[src/rtl/rockband_pkg.sv]
// Shared types and constants for the rhythm-game note path.
package rockband_pkg;
    localparam int NUM_LANES   = 8;
    localparam int SCORE_W     = 16;
    localparam int COMBO_MAX   = 255;
    localparam int COMBO_SHIFT = 3;

    typedef enum logic [1:0] {IDLE, RUN, DRAIN, DONE} note_state_t;
endpackage

[src/rtl/note_scheduler_lane.sv]
// One lane of the note grid: row shift register, key edge detector, hit/miss judge.
module note_lane #(
    parameter int NUM_ROWS = 16
) (
    input  logic                Clk,
    input  logic                Reset,
    input  logic                clear,
    input  logic                shift,
    input  logic                din,
    input  logic                key,
    output logic [NUM_ROWS-1:0] rows,
    output logic                hit_c,
    output logic                miss_c
);
    logic [NUM_ROWS-1:0] rows_q, rows_d;
    logic                key_prev_q;
    logic                strike_left;

    // Hits are judged on the pre-shift strike row, so a hit note never also misses.
    always_comb begin
        hit_c       = key & ~key_prev_q & rows_q[NUM_ROWS-1];
        strike_left = rows_q[NUM_ROWS-1] & ~hit_c;
        miss_c      = shift & strike_left;
        rows_d      = rows_q;
        rows_d[NUM_ROWS-1] = strike_left;
        if (clear)
            rows_d = '0;
        else if (shift)
            rows_d = {rows_q[NUM_ROWS-2:0], din};
    end

    always_ff @(posedge Clk or posedge Reset) begin
        if (Reset) begin
            rows_q     <= '0;
            key_prev_q <= 1'b0;
        end else begin
            rows_q     <= rows_d;
            key_prev_q <= key;
        end
    end

    assign rows = rows_q;
endmodule

[src/rtl/note_scheduler.sv]
// Song sequencer: FSM, scroll phase, chart intake, score/combo over NUM_LANES note lanes.
module note_scheduler #(
    parameter int NUM_LANES      = rockband_pkg::NUM_LANES,
    parameter int NUM_ROWS       = 16,
    parameter int TICKS_PER_STEP = 8,
    parameter int SCORE_W        = rockband_pkg::SCORE_W
) (
    input  logic                                Clk,
    input  logic                                Reset,
    input  logic                                start,
    input  logic                                frame_tick,
    input  logic [NUM_LANES-1:0]                keyTrack,
    input  logic                                chart_valid,
    input  logic [NUM_LANES-1:0]                chart_data,
    input  logic                                chart_last,
    output logic                                chart_ready,
    output logic [NUM_LANES*NUM_ROWS-1:0]       note_grid,
    output logic [$clog2(TICKS_PER_STEP)-1:0]   scroll_phase,
    output logic [NUM_LANES-1:0]                hit,
    output logic [NUM_LANES-1:0]                miss,
    output logic [SCORE_W-1:0]                  score,
    output logic [7:0]                          combo,
    output logic                                playing,
    output logic                                done
);
    import rockband_pkg::*;

    localparam int PH_W  = $clog2(TICKS_PER_STEP);
    localparam int DR_W  = $clog2(NUM_ROWS + 1);
    localparam int H_W   = $clog2(NUM_LANES + 1);
    localparam int MW    = 8 - COMBO_SHIFT + 1;
    localparam int SUM_W = SCORE_W + H_W + MW;
    localparam int CW    = 8 + H_W;

    note_state_t                          state_q;
    logic                                 playing_q, done_q;
    logic [PH_W-1:0]                      phase_q, phase_d;
    logic [DR_W-1:0]                      drain_q, drain_d;
    logic [SCORE_W-1:0]                   score_q, score_d;
    logic [7:0]                           combo_q, combo_d;
    logic [NUM_LANES-1:0]                 hit_c, miss_c, hit_q, miss_q;
    logic [NUM_LANES-1:0][NUM_ROWS-1:0]   rows;
    logic                                 active, restart, boundary, xfer;
    logic [H_W-1:0]                       h;
    logic [MW-1:0]                        mult;
    logic [SUM_W-1:0]                     sum;
    logic [CW-1:0]                        csum;

    always_comb begin
        active      = (state_q == RUN) || (state_q == DRAIN);
        restart     = start && ((state_q == IDLE) || (state_q == DONE));
        boundary    = frame_tick && active && (phase_q == PH_W'(TICKS_PER_STEP - 1));
        chart_ready = (state_q == RUN) && boundary;
        xfer        = chart_valid && chart_ready;
    end

    for (genvar l = 0; l < NUM_LANES; l++) begin : g_lane
        note_lane #(.NUM_ROWS(NUM_ROWS)) u_lane (
            .Clk    (Clk),
            .Reset  (Reset),
            .clear  (restart),
            .shift  (boundary),
            .din    (chart_data[l] & xfer),
            .key    (keyTrack[l]),
            .rows   (rows[l]),
            .hit_c  (hit_c[l]),
            .miss_c (miss_c[l])
        );
    end

    // Scoring uses the pre-update combo; a miss anywhere zeroes combo but points still land.
    always_comb begin
        h = '0;
        for (int l = 0; l < NUM_LANES; l++)
            h = h + H_W'(hit_c[l]);
        mult = MW'(combo_q[7:COMBO_SHIFT]) + MW'(1);
        sum  = SUM_W'(score_q) + SUM_W'(h) * SUM_W'(mult);
        csum = CW'(combo_q) + CW'(h);

        score_d = (|sum[SUM_W-1:SCORE_W]) ? '1 : sum[SCORE_W-1:0];
        if (|miss_c)
            combo_d = '0;
        else if (csum > CW'(COMBO_MAX))
            combo_d = 8'(COMBO_MAX);
        else
            combo_d = csum[7:0];

        phase_d = phase_q;
        if (active && frame_tick)
            phase_d = boundary ? '0 : phase_q + PH_W'(1);
        drain_d = drain_q;
        if ((state_q == DRAIN) && boundary)
            drain_d = drain_q + DR_W'(1);

        if (restart) begin
            score_d = '0;
            combo_d = '0;
            phase_d = '0;
            drain_d = '0;
        end
    end

    always_ff @(posedge Clk or posedge Reset) begin
        if (Reset) begin
            state_q   <= IDLE;
            playing_q <= 1'b0;
            done_q    <= 1'b0;
        end else begin
            case (state_q)
                IDLE, DONE: if (start) begin
                    state_q   <= RUN;
                    playing_q <= 1'b1;
                    done_q    <= 1'b0;
                end
                RUN: if (xfer && chart_last) state_q <= DRAIN;
                DRAIN: if (boundary && (drain_q == DR_W'(NUM_ROWS - 1))) begin
                    state_q   <= DONE;
                    playing_q <= 1'b0;
                    done_q    <= 1'b1;
                end
                default: state_q <= IDLE;
            endcase
        end
    end

    always_ff @(posedge Clk or posedge Reset) begin
        if (Reset) begin
            phase_q <= '0;
            drain_q <= '0;
            score_q <= '0;
            combo_q <= '0;
            hit_q   <= '0;
            miss_q  <= '0;
        end else begin
            phase_q <= phase_d;
            drain_q <= drain_d;
            score_q <= score_d;
            combo_q <= combo_d;
            hit_q   <= hit_c;
            miss_q  <= miss_c;
        end
    end

    assign note_grid    = rows;
    assign scroll_phase = phase_q;
    assign hit          = hit_q;
    assign miss         = miss_q;
    assign score        = score_q;
    assign combo        = combo_q;
    assign playing      = playing_q;
    assign done         = done_q;
endmodule

[config.mk]
export PLATFORM = sky130hd
export DESIGN_NAME = note_scheduler
export DESIGN_NICKNAME = d
export VERILOG_FILES = /design/src/rtl/rockband_pkg.sv /design/src/rtl/note_scheduler_lane.sv /design/src/rtl/note_scheduler.sv
export SDC_FILE = /design/constraint.sdc
export NUM_CORES = 1
export LEC_CHECK = 0
export ABC_AREA = 1
export CORE_MARGIN = 5
export CORE_UTILIZATION = 55
export CTS_BUF_LIST = sky130_fd_sc_hd__clkbuf_4
export CTS_CLUSTER_SIZE = 28
export DETAILED_ROUTE_END_ITERATION = 7
export PLACE_DENSITY = 0.93
export SYNTH_ARGS = -nofsm -noshare
export SYNTH_HDL_FRONTEND = slang
export SYNTH_SLANG_ARGS = --single-unit
[constraint.sdc]
create_clock -name Clk -period 12.3 [get_ports Clk]
set_input_delay 2.46 -clock Clk [delete_from_list [all_inputs] [get_ports Clk]]
set_output_delay 2.46 -clock Clk [all_outputs]
set_load 0.01 [all_outputs]
---- Word-level counts from Yosys, hierarchy flattened ----
Index checks and enable logic that the tools add are counted.
word-level totals
  flip-flop bits (word level) ............. 188
  bits in latches ......................... 0
  bits in writable memories ............... 0
  ROM bits ................................ 0
  input port bits ......................... 22
  output and inout port bits .............. 174
  logic and storage cells ................. 167
  memories ................................ 0
operators by class
  add/sub/neg operators ................... 12
  multipliers ............................. 1
  divide/modulo/power cells ............... 0
  order comparisons ....................... 1
  equal/unequal tests ..................... 8
  shift operators ......................... 0
  multiplexer cells ....................... 36
  bitwise operators ....................... 56
  reduce and logical (&&, ||, !) cells .... 20
operators by type and width
  operator             number
  $mux 16              18
  $and 1x1->1          40
  $mux 8               3
  $add 16x10->17       1
  $add 4x1->4          4
  $not 1->1            16
  $mul 4x6->10         1
  $mux 5               2
  $reduce_or 10->1     1
  $add 8x4->9          1
  $gt 9x8->1 const B   1
  $mux 3               3
  $logic_and 1x1->1    8
  $reduce_bool 2->1    4
  $reduce_or 8->1      1
  $add 5x1->6 const B  1
  $mux 2               3
  $pmux 2 s3           1
  $reduce_and 3->1     2
  $add 5x1->5 const B  1
  $eq 5x4->1 const B   1
  $add 3x1->4          1
  $eq 2x2->1 const B   2
  $mux 1               4
  other kinds (11)     14

---- Longest topological paths before layout ----
Gate-level depths: netlist of the first run.
  depth after elaboration ................. 15
  mapped depth ............................ 31

---- Modules after synthesis ----
Synthesis of the first run repeated with hierarchy kept, for this count alone.
unflattened totals
  cells, all modules ...................... 1,122
  area total of the unflattened synthesis .. 9,380.2 µm²
by module, submodules not included
  module          instances  cells an instance  area each (µm²)
  note_lane       8          77                 680.7
  note_scheduler  1          506                3,935.0

---- Worst setup path before layout of the first run ----
No wires, ideal clock.
  kind .................................... in2reg
  start ................................... input port keyTrack[1]
  end ..................................... register score_q[14] (netlist: score[14])
  library setup time ...................... 0.123 ns
  arrival ................................. 8.046 ns
  path slack .............................. 4.132 ns
  stages .................................. 29
  path buffers ............................ 1
  cell sequence ........................... inv_1 nor3b_1 fa_1 inv_1 fa_1 fa_1 inv_1 ha_1 fa_1 inv_1 or2_2 fa_1 inv_1 fa_1 inv_1 fa_1 inv_1 ha_1 nand2_1 nand2_1 nand2_1 nand2_1 nand2_1 nand3_1 nand2_1 buf_6 nand2_1 nor2_1 nor2_1
on the way
  cells in the longest elaborated chain, start to end .. 14
ends and longest elaborated chain
  what                         RTL line                   RTL
  from (decl)                  note_scheduler.sv:12       input logic [NUM_LANES-1:0] keyTrack,
  $and 1x1->1 * (2 in series)  note_scheduler_lane.sv:21  hit_c = key & ~key_prev_q & rows_q[NUM_ROWS-1];
  net g_lane[1].u_lane.hit_c   note_scheduler_lane.sv:12  output logic hit_c,
  $add 1x1->2 *                note_scheduler.sv:75       h = h + H_W'(hit_c[l]);
  $add 2x1->3 *                note_scheduler.sv:75
  $add 3x1->4 *                note_scheduler.sv:75
  $add 4x1->4 * (4 in series)  note_scheduler.sv:75
  $mul 4x6->10 *               note_scheduler.sv:77       sum = SUM_W'(score_q) + SUM_W'(h) * SUM_W'(mult);
  $add 16x10->17 *             note_scheduler.sv:77
  $reduce_or 10->1             note_scheduler.sv:80       score_d = (|sum[SUM_W-1:SCORE_W]) ? '1 : sum[SCORE_W-1:0];
  $mux 16 *                    note_scheduler.sv:80
  $mux 16 *                    note_scheduler.sv:95       if (restart) begin
  net score_d[14]              note_scheduler.sv:39       logic [SCORE_W-1:0] score_q, score_d;
  to (signal assigned)         note_scheduler.sv:137      score_q <= score_d;
  to (decl)                    note_scheduler.sv:39
The timed path passes the listed nets; every way through them passes the cells marked *.
A chain may end at the register's enable or synchronous reset.

---- Worst setup path after layout of the first run ----
  start ................................... input port keyTrack[1]
  end ..................................... register score_q[0] (netlist: score[0])
The elaborated chain is that of the path after synthesis.

==> results of run 1 <==
[cells by family (layout without fill, tap and decap cells)]
logic type / count (synthesis) / after routing / share of synthesized area, %
other cells: 0 / 1 / 0
compound gates: 176 / 176 / 11.98
buf+inv: 290 / 490 / 12.83
fa+ha+maj: 56 / 56 / 9.663
simple gates: 229 / 229 / 11.10
flops: 188 / 188 / 53.43
xor+xnor: 10 / 10 / 0.9948
[Yosys cell counts]
master and n:
a21boi_0 1, a21o_1 1, a21oi_1 16, a31oi_1 3
a32o_1 1, and2_1 1, buf_1 1, buf_2 21
buf_6 2, clkbuf_1 7, clkinv_1 1, dfrtp_1 188
fa_1 20, ha_1 36, inv_1 256, inv_2 2
nand2_1 108, nand3_1 38, nand3_2 1, nand3_4 1
nand3b_1 1, nand4_1 5, nor2_1 59, nor2_2 1
nor3_1 8, nor3b_1 3, o21a_1 2, o21ai_0 31
o22ai_1 119, o31ai_1 1, o32ai_1 1, or2_1 1
or2_2 2, xnor2_1 2, xor2_1 8
[worst min-delay path by stage]
stage	endpoint	cells after the start
2_1_floorplan	hit[6]$_DFF_PP0_	1
3_3_place_gp	hit[5]$_DFF_PP0_	1
3_5_place_dp	hit[5]$_DFF_PP0_	1
4_1_cts	hit[5]$_DFF_PP0_	1
5_1_grt	hit[6]$_DFF_PP0_	1
6_report	hit[5]$_DFF_PP0_	1
[power groups by stage]
| stage | Clock [mW] | Combinational [mW] | Sequential (mW) |
|---|---|---|---|
| 2_1_floorplan | 0 | 0.151 | 0.654 |
| 3_3_place_gp | 0 | 0.203 | 0.651 |
| 3_5_place_dp | 0 | 0.208 | 0.652 |
| 4_1_cts | 0.401 | 0.209 | 0.640 |
| 5_1_grt | 0.428 | 0.231 | 0.642 |
| 6_report | 0.392 | 0.209 | 0.640 |
[sequential cells by signal, indices dropped and copies added, names as in the netlist]
name	flops
playing	1
score	16
scroll_phase	3
state_q	2
g_lane.u_lane.key_prev_q	8
drain_q	5
g_lane.u_lane.rows	128
miss	8
done	1
combo	8
hit	8
[layer usage]
layer | up-vias | track usage [%]
met1 | 3498 | 32.09
met5 | - | 0
met4 | 0 | 7.503
li1 | 3398 | -
met3 | 40 | 9.669
met2 | 242 | 42.72
[layout make-up]
class,count,area (um^2)
sequential,188,4705
clock inverter,15,220.2
fill,1123,4506
timing repair buffer,199,1982
antenna,1,2.502
multi-input combinational,471,2978
tap,216,270.3
clock buffer,17,127.6
inverter,259,979.7
[metrics by stage]
stage / area (um^2) / util, % / std cells / hold slack (ns) / setup WS, ns
2_1_floorplan: 8805 / - / 949 / 0.4148 / 4.132
3_3_place_gp: 10910 / 69.21 / 1333 / 0.4340 / 3.115
3_5_place_dp: 10910 / 69.21 / 1333 / 0.4418 / 2.833
4_1_cts: 11260 / 71.41 / 1365 / 0.4640 / 3.491
5_1_grt: 11260 / 71.43 / 1366 / 0.4953 / 3.011
6_report: 11260 / 71.43 / 1366 / 0.4637 / 3.446
==> results.toml, run 1 <==
[layout]
syn2layout_area_growth_pct = 27.94
nets = 1214
final_layout_size_suffix_gt1_share_pct = 3.916
layout_commonest_cell = "inv_1"
final_cell_mix = "inv_1, clkdlybuf4s50_1, dfrtp_1, o22ai_1, nand2_1"

[route]
finalWirelength_um = 22980
drc_errors = 0
top_layer = "met4"
wl_per_cell_um = 16.82
met1Wirelength_um = 8930
dr_wl_met2_um = 11460
vias_per_cell = 5.255
ant_nets = 0
drt_iter0_drc = 479
dr.pass1.iters = 5
vias = 7178
met3_length_um = 2084

[timing]
rsz0062_at_grt = "no"
worst_pin_slew_ns = 1.077
slew_headroom_pct = 28.22
fin_tns_setup_ns = 0
final_hold_viol_count = 0
final.min_clock_period_ns = 8.854
period_share_pct = 71.98
fmax_ghz = 0.1129
skew_ns = 0.03150
slew_viol_final = 0
setup_viol_count_final = 0

[clocking]
cts_max_level = 4
cts_made_buffers = 17
cts_tree = "yes"
insertion_delay_ns = 0.59
root_buffer = "clkbuf_4"
cts_hold_buf = 0
post_cts_buffers = 0
clockBufferDepth = 2
post_cts_resized = 0
cts.sinks = 188
cts.clk_slew.worst_paths_ns = 0.15

[worst_setup_path]
path_max_fanout = 11
critPathTopFamily = "adder cells"
path_depth = 29
rr_worst_depth = 27
cpPeakStageDelay_ns = 0.56
crit_type = "in -> reg"
cp-start-kind = "input pin"
crit_end = "score[0]$_DFF_PP0_"
setup.worst_path.end_class = "register"
path_buf_inv = 10
timing.critical_path.mode_cell = "inv_1"
startpoint = "keyTrack[1]"
r2r_start = "g_lane[1].u_lane.key_prev_q$_DFF_PP0_"
slowest_stage = "fa_1"
required_ns = 12.77
cp.arrival_ns = 9.32
r2r_end = "score[0]$_DFF_PP0_"
r2r_setup_slack_ns = 5.44

[place]
routabilityCongestion = 0.8886
hpwl_um = 16820
place.port_buffers = 195

[pwr]
clockPowerShare_pct = 31.6
p_leak_nw = 5.370
power.switching_mw = 0.3933
p_per_area_nw_per_um2 = 110.2
p_comb_share_pct = 16.8
ir_drop_v = 0.00009581
seqPwrFrac_pct = 51.6
p_int_mw = 0.8483
power_mw = 1.242
switching_share_pct = 31.68

[status]
status = "finished, final reports clean"

[synthesis]
seq_area_frac_synth_pct = 53.43
synth.distinct_cells = 35
syn_area_um2 = 8805
netlist.area_leader.share_pct = 53.43
syn-num-nets = 1027
synth-seq-cells = 188
syn-instance-count = 949
post-synth-top-area-cell = "dfrtp_1"
synth.avg_cell_area_um2 = 9.278
synth_warnings = 0
synth.area.top_cells = "dfrtp_1, inv_1, o22ai_1"

[floorplan]
die_area_um2 = 18640
fp.dieH_um = 136.5
ios = 196
start_util_pct = 55.83
fp-row-count = 46
core_um2 = 15770
die_w_um = 136.5

[grt]
grt_pass1_vias = 7323
antenna_found_initial = 1
grt_pass1_wl_um = 37650
grt_usage_pct = 25.90
grt_max_degree = 132
gr-total-overflow = 0

[flow_run]
drv_cap = 0

[min_path]
hp-class = "reg -> reg"
worstHoldStart = "g_lane[5].u_lane.key_prev_q$_DFF_PP0_"
Power figures use the tool's default switching activity.
==> run 2, diff against run 1 <==
--- a/config.mk
+++ b/config.mk
@@ -7,11 +7,11 @@
 export LEC_CHECK = 0
 export ABC_AREA = 1
 export CORE_MARGIN = 5
-export CORE_UTILIZATION = 55
+export CORE_UTILIZATION = 52
 export CTS_BUF_LIST = sky130_fd_sc_hd__clkbuf_4
 export CTS_CLUSTER_SIZE = 28
 export DETAILED_ROUTE_END_ITERATION = 7
-export PLACE_DENSITY = 0.93
+export PLACE_DENSITY = 0.89
 export SYNTH_ARGS = -nofsm -noshare
 export SYNTH_HDL_FRONTEND = slang
 export SYNTH_SLANG_ARGS = --single-unit
==> constraint.sdc (replaced) <==
create_clock -name Clk -period 9.25 [get_ports Clk]
set_input_delay 1.85 -clock Clk [delete_from_list [all_inputs] [get_ports Clk]]
set_output_delay 1.85 -clock Clk [all_outputs]
set_load 0.01 [all_outputs]
==> run 2 against run 1 <==
Effect of this change: die area rose by 5.3%; non-clock buffer count decreased by 1; setup slack got worse by 2.4 ns; clock power increased by 21%; critical path type unchanged; largest cell class unchanged; highest routed layer unchanged.
==> results.toml, run 2 (same netlist as run 1, synthesis figures left out) <==
[status]
status = "finished, final reports clean"

[route]
wl_per_cell_um = 16.60
drc_errors = 0
finalWirelength_um = 22730
vias_per_cell = 5.199
drt_iter0_drc = 430
vias = 7117
dr.pass1.iters = 6
ant_nets = 0

[worst_setup_path]
timing.critical_path.mode_cell = "inv_1"
cp-start-kind = "input pin"
cpPeakStageDelay_ns = 0.56
cp.arrival_ns = 8.71
required_ns = 9.71
slowest_stage = "fa_1"
crit_type = "in -> reg"
path_max_fanout = 11
setup.worst_path.end_class = "register"

[floorplan]
fp-row-count = 47
core_um2 = 16580
start_util_pct = 53.09
ios = 196
fp.dieH_um = 140.1
die_w_um = 140.1
die_area_um2 = 19640

[pwr]
p_leak_nw = 5.344
p_per_area_nw_per_um2 = 143.0
power_mw = 1.604
ir_drop_v = 0.0001033

[timing]
slew_headroom_pct = 36.24
skew_ns = 0.02365
fin_tns_setup_ns = 0
setup_viol_count_final = 0
rsz0062_at_grt = "no"
final_hold_viol_count = 0
final.min_clock_period_ns = 8.251
worst_pin_slew_ns = 0.9563
period_share_pct = 89.20
fmax_ghz = 0.1212
slew_viol_final = 0

[grt]
grt.met2_usage_pct = 37.60
gr-usage-met1_pct = 30.28
grt_max_degree = 113
grt_pass1_wl_um = 37490
met3_usage_pct = 8.384
grt_pass1_vias = 7319
busiest_layer = "met2"
antenna_found_initial = 1
grt_usage_pct = 23.78
gr-total-overflow = 0

[clocking]
clockBufferDepth = 2
insertion_delay_ns = 0.58
cts_hold_buf = 0
cts_max_level = 4
cts_tree = "yes"
cts_made_buffers = 17
root_buffer = "clkbuf_4"
post_cts_buffers = 0
cts.sinks = 188
cts.clk_slew.worst_paths_ns = 0.15
post_cts_resized = 0

[min_path]
hp-class = "reg -> reg"

[layout]
post_layout_nonfiller_instances = 1369
syn2layout_area_growth_pct = 27.41
final_cell_mix = "inv_1, clkdlybuf4s50_1, dfrtp_1, o22ai_1, nand2_1"
fill_cells = 1291
postLayoutCoreUtil_pct = 67.65
layout_commonest_cell = "inv_1"
largest_reg_flops = 128
final_layout_size_suffix_gt1_share_pct = 3.659
nets = 1213

[place]
routabilityCongestion = 0.9239
place.port_buffers = 195
hpwl_um = 16580
place_inst = 1336

[flow_run]
drv_cap = 0
-- run 2: cell count changes in the layout (fill, tap and decap cells not counted), sizes merged --
cell	before	now
buf	4	3
clkinv	4	6
bufinv	3	2
inv	267	266
-- run 2: routing by layer --
metal	routed length, um	share of wire, %	up-vias
met5	0	0	-
met4	755	3.3	0
met3	1929	8.5	56
met2	10710	47	260
met1	9330	41	3422
li1	-	-	3379
-- run 2: final timing paths --
check,depth (start not counted),end,slack [ns],from
worst min register to register,1,hit[5]$_DFF_PP0_,0.45,g_lane[5].u_lane.key_prev_q$_DFF_PP0_
max in group asynchronous,3,drain_q[3]$_DFFE_PP0P_,6.03,Reset
worst max-delay path,29,score[4]$_DFF_PP0_,1.0,keyTrack[1]
worst min-delay path,1,hit[5]$_DFF_PP0_,0.45,g_lane[5].u_lane.key_prev_q$_DFF_PP0_
min in group asynchronous,2,g_lane[1].u_lane.rows[13]$_DFFE_PP0P_,1.77,Reset
worst max register to register,27,score[4]$_DFF_PP0_,2.38,g_lane[1].u_lane.key_prev_q$_DFF_PP0_
-- run 2: worst max-delay path, delay by kind of cell --
| family | cells | cell delay (ns) |
|---|---|---|
| buffers and inverters | 10 | 1.16 |
| adders and majority gates | 9 | 3.99 |
| and+or+nand+nor | 9 | 1.48 |
| AOI/OAI and AO/OA | 1 | 0.22 |
-- run 2: layout make-up --
class,instances,area [um^2],share of cell area [%]
Antenna cell,1,2.502,0.02231
Clock buffer,17,127.6,1.138
Clock inverter,15,176.4,1.573
Inverter,259,979.7,8.733
Multi-Input combinational cell,471,2978,26.54
Sequential cell,188,4705,41.94
Tap cell,220,275.3,2.454
Timing Repair Buffer,198,1974,17.60
-- run 2: stage by stage --
stage	instance area (um^2)	hold WS [ns]	setup slack, ns
3_3_place_gp	10910	0.4272	0.6571
2_1_floorplan	8805	0.4148	1.692
4_1_cts	11220	0.4530	1.012
5_1_grt	11220	0.4791	0.5363
6_report	11220	0.4474	0.9993
3_5_place_dp	10910	0.4405	0.3991
-- run 2: power by group --
part           internal [mW]  total (mW)  switching (mW)
combinational         0.0844       0.276           0.192
sequential             0.839       0.852          0.0133
clock                  0.171       0.476           0.305
==> run 3, diff against run 2 <==
--- a/config.mk
+++ b/config.mk
@@ -7,11 +7,11 @@
 export LEC_CHECK = 0
 export ABC_AREA = 1
 export CORE_MARGIN = 5
-export CORE_UTILIZATION = 52
+export CORE_UTILIZATION = 47
 export CTS_BUF_LIST = sky130_fd_sc_hd__clkbuf_4
 export CTS_CLUSTER_SIZE = 28
 export DETAILED_ROUTE_END_ITERATION = 7
-export PLACE_DENSITY = 0.89
+export PLACE_DENSITY = 0.85
 export SYNTH_ARGS = -nofsm -noshare
 export SYNTH_HDL_FRONTEND = slang
 export SYNTH_SLANG_ARGS = --single-unit
==> constraint.sdc (replaced) <==
create_clock -name Clk -period 7.4 [get_ports Clk]
set_input_delay 1.48 -clock Clk [delete_from_list [all_inputs] [get_ports Clk]]
set_output_delay 1.48 -clock Clk [all_outputs]
set_load 0.01 [all_outputs]
==> run 3 against run 2 <==
Effect of this change: setup slack got worse by 0.78 ns; critical endpoint is now score[10]$_DFF_PP0_; largest power group unchanged; combinational power rose by 25%; first-iteration DRC count fell by 25%; utilization fell by 5.4 points; sequential cell count did not move; wire length rose by 0.12%.
==> results.toml, run 3 (same netlist as run 1, synthesis figures left out) <==
[timing]
setup_viol_count_final = 0
final_hold_viol_count = 0
final.min_clock_period_ns = 7.179
rsz0062_at_grt = "yes"
slew_viol_final = 0
skew_ns = 0.03016
worst_pin_slew_ns = 1.061
whs_ns = 0.4630
slew_headroom_pct = 29.24
fmax_ghz = 0.1393
period_share_pct = 97.02

[grt]
grt_usage_pct = 21.62
grt.met2_usage_pct = 35.98
grt_pass1_vias = 7384
busiest_layer = "met2"
gr-usage-met1_pct = 26.56
gr-total-overflow = 0
grt_pass1_wl_um = 37470
antenna_found_initial = 0
met3_usage_pct = 8.297
grt_max_degree = 133

[layout]
layout_commonest_cell = "inv_1"
syn2layout_area_growth_pct = 31.26
multi_input_area_um2 = 3038
final_cell_mix = "inv_1, clkdlybuf4s50_1, dfrtp_1, o22ai_1, nand2_1"
diodes = 0
regArea_um2 = 4705
fill_cells = 1523
post_layout_nonfiller_instances = 1414
final_layout_size_suffix_gt1_share_pct = 7.542
largest_reg_flops = 128
nets = 1245

[floorplan]
start_util_pct = 47.39
fp-row-count = 50
die_w_um = 146.9
fp.dieH_um = 146.9
ios = 196
core_um2 = 18580
die_area_um2 = 21570

[route]
vias = 7193
finalWirelength_um = 22760
vias_per_cell = 5.087
wl_per_cell_um = 16.09
drc_errors = 0
dr.pass1.iters = 5
ant_nets = 0
drt_iter0_drc = 322

[clocking]
cts.clk_slew.worst_paths_ns = 0.17
root_buffer = "clkbuf_4"
cts_max_level = 4
clockBufferDepth = 2
cts_made_buffers = 17
cts.sinks = 188
cts_tree = "yes"
insertion_delay_ns = 0.57
cts_hold_buf = 0

[worst_setup_path]
path_max_fanout = 5
slowest_stage = "fa_1"
crit_type = "in -> reg"
cp.arrival_ns = 7.68
required_ns = 7.90
setup.worst_path.end_class = "register"
timing.critical_path.mode_cell = "fa_1"
path_buf_inv = 11
critPathTopFamily = "adder cells"
cp-start-kind = "input pin"
cpPeakStageDelay_ns = 0.52

[place]
place.port_buffers = 195
routabilityCongestion = 0.8899
hpwl_um = 16660
place_inst = 1380

[flow_run]
drv_cap = 0

[pwr]
p_per_area_nw_per_um2 = 173.6
power_mw = 2.006
ir_drop_v = 0.0001248
p_leak_nw = 5.546

[min_path]
hp-class = "reg -> reg"

[status]
status = "finished, final reports clean"
==> run 3: layout make-up <==
| type | instances | share of cell area, % |
|---|---|---|
| sequential | 188 | 40.71 |
| multi-input combinational | 471 | 26.29 |
| timing repair buffer | 230 | 19.18 |
| inverter | 259 | 8.477 |
| tap | 234 | 2.533 |
| clock inverter | 15 | 1.711 |
| clock buffer | 17 | 1.104 |
==> run 3: metrics by stage <==
stage          setup WS (ns)  utilization, %  cell area [um^2]  setup TNS (ns)
4_1_cts               0.1115           61.78             11480               0
3_3_place_gp         -0.4224           60.03             11150          -5.386
2_1_floorplan         0.2117               -              8805               0
3_5_place_dp         -0.5745           60.03             11150          -7.747
5_1_grt             -0.02584           62.20             11560        -0.03710
6_report              0.2208           62.20             11560               0
==> run 3: final timing paths <==
check,startpoint,cells after the start,slack (ns),endpoint
worst max-delay path,keyTrack[1],28,0.22,score[10]$_DFF_PP0_
worst min-delay path,g_lane[7].u_lane.key_prev_q$_DFF_PP0_,1,0.46,hit[7]$_DFF_PP0_
worst max register to register,g_lane[1].u_lane.rows[15]$_DFF_PP0_,26,1.14,score[10]$_DFF_PP0_
worst min register to register,g_lane[7].u_lane.key_prev_q$_DFF_PP0_,1,0.46,hit[7]$_DFF_PP0_
max in group asynchronous,Reset,3,4.66,score[1]$_DFF_PP0_
min in group asynchronous,Reset,2,1.46,combo[0]$_DFF_PP0_
==> run 3: power breakdown <==
| group | switching, mW | internal [mW] | total (mW) |
|---|---|---|---|
| combinational | 0.240 | 0.105 | 0.345 |
| clock | 0.404 | 0.192 | 0.595 |
| sequential | 0.0166 | 1.05 | 1.07 |
==> run 3: what timing repair did <==
| item | in CTS | in global routing |
|---|---|---|
| setup endpoints to repair | 0 | 16 |
| setup buffers | 0 | 2 |
| resized for setup | 0 | 15 |
==> run 3: routing by layer <==
metal | part of all wire, % | vias up
li1 | - | 3454
met1 | 40 | 3482
met2 | 49 | 226
met3 | 9.2 | 31
met4 | 1.9 | 0
met5 | 0 | -
